File: src/rtl/core_wb_responder.sv
// core_wb_responder: Wishbone completion path for the neuron core.
// Sequences decoded accesses, waits on slice read latency or spike broadcast, drives ack/data.
module core_wb_responder #(
    parameter int NUM_OF_SLICE  = 8,
    parameter int READ_LATENCY  = 1,
    parameter int SPIKE_TIMEOUT = 255,
    parameter int CNT_W         = 16
) (
    input  logic                       wb_clk_i,
    input  logic                       wb_rst_i,
    input  logic                       wbs_cyc_i,
    input  logic                       wbs_stb_i,
    input  logic                       wbs_we_i,
    input  logic [31:0]                wbs_adr_i,
    output logic [31:0]                wbs_dat_o,
    output logic                       wbs_ack_o,
    input  logic [NUM_OF_SLICE-1:0]    slice,
    input  logic                       choose_weight,
    input  logic                       picture_done,
    input  logic                       send_spike,
    input  logic [32*NUM_OF_SLICE-1:0] slice_rdata_i,
    input  logic [NUM_OF_SLICE-1:0]    spike_ready_i,
    input  logic [31:0]                weight_rdata_i,
    output logic                       spike_valid_o,
    output logic                       pic_done_o,
    output logic                       timeout_err_o
);
    localparam int WAIT_W = $clog2(SPIKE_TIMEOUT + 8);

    typedef enum logic [1:0] {IDLE, RD_WAIT, SPIKE_WAIT, ACK} state_t;

    state_t                  state_q, state_d;
    logic [WAIT_W-1:0]       wait_q, wait_d;
    logic [NUM_OF_SLICE-1:0] slice_q, slice_d;
    logic [CNT_W-1:0]        pic_cnt_q, pic_cnt_d;
    logic                    pic_done_q, pic_done_d;
    logic                    err_q, err_d;
    logic [31:0]             dat_q, dat_d;
    logic [31:0]             rd_mux;
    logic                    req, rd_hit, all_ready, timed_out, pic_wr;
    logic                    unused_adr;

    // Address decode happens upstream; only the selects matter here.
    assign unused_adr = ^wbs_adr_i;

    always_ff @(posedge wb_clk_i or posedge wb_rst_i) begin
        if (wb_rst_i) begin
            state_q    <= IDLE;
            wait_q     <= '0;
            slice_q    <= '0;
            pic_cnt_q  <= '0;
            pic_done_q <= 1'b0;
            err_q      <= 1'b0;
            dat_q      <= '0;
        end else begin
            state_q    <= state_d;
            wait_q     <= wait_d;
            slice_q    <= slice_d;
            pic_cnt_q  <= pic_cnt_d;
            pic_done_q <= pic_done_d;
            err_q      <= err_d;
            dat_q      <= dat_d;
        end
    end

    // Later loop iterations win, so the lowest set slice bit selects the data.
    always_comb begin
        rd_mux = weight_rdata_i;
        for (int k = NUM_OF_SLICE - 1; k >= 0; k--)
            if (slice_q[k]) rd_mux = slice_rdata_i[32*k +: 32];
    end

    always_comb begin
        req       = wbs_cyc_i & wbs_stb_i;
        rd_hit    = ~wbs_we_i & ((|slice) | choose_weight);
        all_ready = &spike_ready_i;
        timed_out = wait_q == WAIT_W'(SPIKE_TIMEOUT - 1);
        state_d   = state_q;
        wait_d    = wait_q;
        slice_d   = slice_q;
        case (state_q)
            IDLE: if (req) begin
                slice_d = slice;
                wait_d  = send_spike ? '0 : WAIT_W'(READ_LATENCY - 1);
                state_d = send_spike ? SPIKE_WAIT : rd_hit ? RD_WAIT : ACK;
            end
            RD_WAIT: begin
                wait_d  = wait_q - 1'b1;
                state_d = !wbs_cyc_i ? IDLE : (wait_q == '0) ? ACK : RD_WAIT;
            end
            SPIKE_WAIT: begin
                wait_d  = wait_q + 1'b1;
                state_d = !wbs_cyc_i ? IDLE : (all_ready | timed_out) ? ACK : SPIKE_WAIT;
            end
            default: state_d = IDLE;
        endcase
        pic_wr     = state_q == IDLE && req && !send_spike && picture_done && wbs_we_i;
        pic_done_d = pic_wr;
        pic_cnt_d  = pic_cnt_q + CNT_W'(pic_wr);
        err_d      = err_q | (state_q == SPIKE_WAIT && wbs_cyc_i && !all_ready && timed_out);
        dat_d      = state_d != ACK ? dat_q :
                     state_q == RD_WAIT ? rd_mux :
                     (state_q == IDLE && !wbs_we_i && picture_done) ? 32'(pic_cnt_q) : '0;
    end

    always_comb begin
        wbs_ack_o     = state_q == ACK;
        spike_valid_o = state_q == SPIKE_WAIT;
        wbs_dat_o     = dat_q;
        pic_done_o    = pic_done_q;
        timeout_err_o = err_q;
    end
endmodule

File: config.mk
export PLATFORM = sky130hd
export DESIGN_NAME = core_wb_responder
export DESIGN_NICKNAME = d
export VERILOG_FILES = /design/src/rtl/core_wb_responder.sv
export SDC_FILE = /design/constraint.sdc
export NUM_CORES = 1
export LEC_CHECK = 0
export BUFFER_PORTS_ARGS = -buffer_cell sky130_fd_sc_hd__buf_4
export CORE_AREA = 3 3 145 147
export CTS_CLUSTER_SIZE = 40
export DETAILED_ROUTE_END_ITERATION = 12
export DIE_AREA = 0 0 148 150
export GPL_ROUTABILITY_DRIVEN = 0
export PLACE_DENSITY = 0.56
export SETUP_SLACK_MARGIN = 0.1
export SLEW_MARGIN = 20
export SYNTH_ARGS = -nofsm -noshare
export SYNTH_HDL_FRONTEND = slang
export SYNTH_SLANG_ARGS = --single-unit
File: constraint.sdc
create_clock -name wb_clk_i -period 4.72 [get_ports wb_clk_i]
set_input_delay 0.472 -clock wb_clk_i [delete_from_list [all_inputs] [get_ports wb_clk_i]]
set_output_delay 0.472 -clock wb_clk_i [all_outputs]
set_load 0.1 [all_outputs]
# == Word level (Yosys, flattened, before mapping) ==
# Index checks and enable logic that the tools add are counted.
# word_totals
romBits,0
register_bits,69
n_memories,0
ram_bits,0
output_inout_bits,36
latch_bits,0
word_cells,61
# classes
eq_ne,6
muxes,20
n_lt_le_gt_ge,0
add_sub_neg,3
multipliers,0
div,0
bitwise_logic,6
shifts,0
n_reduce_logical,19
# op_table
operator,n
2-to-1 mux 32 bit,9
case mux 9 bit (3 select lines),1
adder 16 x 1 -> 16 bit,1
2-to-1 mux 16 bit,1
2-to-1 mux 2 bit,6
"adder 9 x 1 -> 9 bit, second input constant",1
"== test 9 x 8 -> 1 bit, second input constant",1
logical AND 1 bit,9
logical NOT 9 bit,1
2-to-1 mux 9 bit,1
"subtractor 9 x 1 -> 9 bit, second input constant",1
AND reduction 8 bit,1
OR reduction 8 bit,1
case mux 2 bit (3 select lines),1
"== test 2 bit, second input constant",2
"!= test 2 bit, second input constant",2
AND reduction 2 bit,2
logical NOT 1 bit,3
bitwise OR 1 bit,3
nonzero test 3 bit,1
bitwise AND 1 bit,2
"== test 2 x 1 -> 1 bit, second input constant",1
logical NOT 2 bit,1
2-to-1 mux 1 bit,1
NOT 1 bit,1

# == Logic depth before layout (Yosys ltp) ==
# logic_depth
ltp_word,9
ltp_mapped,11
mapped_depth_nobuf,10

# == Worst setup path before layout ==
# Ideal clock, no wire load.
# synth_timing
path_kind,register to register
from,reg state_q[0]
to,reg wait_q[7]
t_arrival_ps,3016
period_less_slack_ps,3150
t_required_ps,4586
setup_time_ps,134
slack_ps,1570
stages_incl_launch_ff,11
path_cell_list,dfrtp_1 inv_1 ha_1 inv_1 ha_1 a21o_1 a21oi_1 o21ai_0 a31oi_1 xor2_1 o21ai_0
# synth_between
elab_chain_cells,3
word_cells_on_any_way,7
cone_classes,eq/ne: 3; mux: 1; reduce/logical: 3
# synth_rtl
item,line,text
start: declaration,32,"state_t state_q, state_d;"
start signal: assignment,56,state_q <= state_d;
== test 2 bit (*),-,
net spike_valid_o,24,"output logic spike_valid_o,"
nonzero test 3 bit (no source line),-,
AND reduction 2 bit (no source line),-,
end signal: assignment,57,wait_q <= wait_d;
end: declaration,33,"logic [WAIT_W-1:0] wait_q, wait_d;"
# Mark *: on every way through the listed nets, which the timed path passes. The rest lies on a longest branch.
# A chain may end at the register's enable or synchronous reset.

# == Worst setup path in the final report ==
# layout_timing
from,reg state_q[0]
to,reg dat_q[18] (netlist: wbs_dat_o[18])
# layout_between
elab_chain_cells,3
word_cells_on_any_way,7
cone_classes,eq/ne: 3; mux: 3; reduce/logical: 1
# layout_rtl
item,line,text
"== test 2 bit, or another cell as far along",81,case (state_q)
case mux 2 bit (3 select lines),81,
!= test 2 bit,101,dat_d = state_d != ACK ? dat_q :
end signal: assignment,62,dat_q <= dat_d;
end: declaration,38,"logic [31:0] dat_q, dat_d;"
# Several ways; a longest one is shown, not always the timed one.

==> run summary <==
most used flip-flop cell after synthesis: dfrtp_1
post-synth cell types: 46
ordered list of cells on the worst path: inv_1, ha_1, nand3_1, o211a_1, a311o_2, buf_4, a311oi_2, a21o_1
layout cells sized above 1: 42.2%
H-tree levels: 3
number of vias in the routed layout: 6749
min Tclk post-route: 3.03 ns
CP delay by family, top: compound AO/OA/AOI/OAI gates
fin worst setup slack: 1.69 ns
TritonCTS Buffers: 9
endpoints failing hold: 0
ys async rst share: 100%
setup_tns: 0 ns
final net count: 1322
Hold Buf Count CTS: 0
crit-path max FO: 33
final slew viol count: 0
die area: 0.0222 mm²
antenna violations before repair: 5
CP arrival: 3.31 ns
status: finished clean
Setup Slack @ Placement: 1.70 ns
period utilization: 64.2%
dpl hpwl: 23600 µm
Yosys reg bits: 69
storage element area: 0.00173 mm²
Max Cap Viol: 0
Multi-input gate area: 0.00364 mm²
Mapped Nets: 1007
core footprint: 0.0200 mm²
Chip Width: 148 µm
DR pass1 iterations: 5
io pins: 380
CTS Buffer Depth: 2
final clock skew: 0.00600 ns
clock sink count: 69
startpoint types: flip-flop
cell area after synthesis: 0.00564 mm²
Die Height: 150 µm
cell with the most instances after synthesis: dfrtp_1
CTS tree: built
root buf cell: clkbuf_16
Skew-Pair Late Insertion Delay: 0.34 ns
ranking of synthesized cells by area: dfrtp_1 (31%), nor2b_1 (7.3%), mux2i_1 (5.7%)
ANT cells: 0
Port Buffers: 347
GRT overflow: 0
Total GRT Usage: 25.9%
Post-DRT Antenna Nets: 0
Seq/Total Area, Yosys: 30.6%
Synth Instances: 649
drt drc: 0
Post-CTS Setup Bufs: 0
Initial Utilization: 28.1%
largest net degree at the start of global routing: 40
Peak VDD IR: 0.000271 V
leakage: 4.07 nW
power density cells: 631 mW/mm²
DRT iter0 DRCs: 407
Worst-path clk slew: 0.07 ns
CP peak stage delay: 0.60 ns
Min-Delay Path Class: in -> async
Std-Cell Rows: 52
area growth from synthesis to layout: 55.8%
unrepaired setup endpoints after global routing: false
final WL: 30000 µm
Slew @ Worst Pin: 1.11 ns
Post-synth top cells: dfrtp_1 (69), nor2b_1 (66), o21ai_0 (63)
first-pass GRT wire length: 42400 µm
Buf/Inv on CP: 2
CTS resizes: 0
critical path endpoint category: flip-flop
yosys warns: 0
setup violators final: 0
CP Class: reg -> reg
worst relative slew slack: 25.8%
Synth top area share: 30.6%
CP max-delay cell: a311o_2
Layout fillers: 2111
EDFF count, synth: 0
fmax: 0.330 GHz
syn_area_per_cell: 8.68 µm²
post-synth top area cell: dfrtp_1
vias in the first global route: 6602
Critical Path RT: 5.00 ns
Avg WL per Cell: 24.2 µm
vias per cell: 5.45
[final timing paths]
kind / startpoint / depth (start not counted) / end / slack, ns
max: state_q[0] / 8 / wbs_dat_o[18] / 1.69
min: wb_rst_i / 2 / wait_q[5] / 0.24
max reg2reg: state_q[0] / 8 / wbs_dat_o[18] / 1.69
min reg2reg: wbs_dat_o[23] / 1 / wbs_dat_o[23] / 0.48
max in group asynchronous: wb_rst_i / 3 / slice_q[7] / 3.43
min in group wb_clk_i: send_spike / 2 / pic_done_o / 0.34
[layout by cell type (no fill, tap or decap), types with 4 or more instances in the layout]
cell,n
nand4_1,6
a21o_1,18
nor2_1,24
o21ai_1,16
nand3_1,6
ha_1,13
mux2_2,8
buf_4,360
nand2b_1,4
xor2_1,8
a22oi_1,14
nor2b_1,65
dfrtp_1,66
nor3_1,6
xnor2_1,12
a311oi_2,12
o21ai_0,63
clkbuf_16,9
a221o_1,19
o221ai_1,32
a311oi_1,5
a31oi_1,19
nand2_1,40
a21oi_1,32
a2111oi_0,33
inv_1,10
mux2i_1,32
[per-layer routing]
layer / GRT usage (%) / vias to the layer above / share of wire [%]
met3: 7.66 / 51 / 9.3
li1: - / 3146 / -
met4: 9.01 / 10 / 3.0
met1: 32.3 / 3221 / 41
met2: 42.9 / 321 / 47
met5: 0 / - / 0.21
[through the flow]
| step | util (%) | instance area (µm²) | total power, mW | cells | hold slack (ns) |
|---|---|---|---|---|---|
| floorplan | - | 5640 | 3.63 | 649 | 0.446 |
| global placement | 42.2 | 8450 | 4.75 | 1223 | 0.456 |
| detailed placement | 42.2 | 8450 | 4.75 | 1223 | 0.465 |
| CTS | 43.8 | 8780 | 5.56 | 1239 | 0.263 |
| global route | 43.8 | 8780 | 5.87 | 1239 | 0.294 |
| finish | 43.8 | 8780 | 5.54 | 1239 | 0.242 |
[area by class of cell]
cell class | instances | share of cell area [%]
clock inverter | 7 | 1.20
tap | 270 | 3.85
inverter | 11 | 0.470
sequential | 69 | 19.7
multi-input combinational | 513 | 41.4
timing repair buffer | 360 | 30.8
clock buffer | 9 | 2.57
[logic make-up after synthesis]
family / Yosys count / share of synthesized area (%)
xor gates and xnor gates: 20 / 3.11
DFF: 69 / 30.6
and+or+nand+nor: 168 / 15.7
muxes: 40 / 7.28
buffers and inverters: 67 / 5.15
adders and majority gates: 14 / 3.24
AOI/OAI and AO/OA: 271 / 34.9
[flip-flops by register name (all words and copies together) (netlist names)]
| signal | cells |
|---|---|
| pic_cnt_q | 16 |
| wbs_dat_o | 32 |
| wait_q | 9 |
| timeout_err_o | 1 |
| slice_q | 8 |
| state_q | 2 |
| pic_done_o | 1 |
[report_power, final]
group	internal, mW	leakage (nW)	switching, mW	total, mW
clock	0.473	0.159	0.306	0.779
sequential	0.802	0.918	0.287	1.09
combinational	1.17	3.00	2.50	3.67
Note: power is estimated with default switching activity, not from simulation.
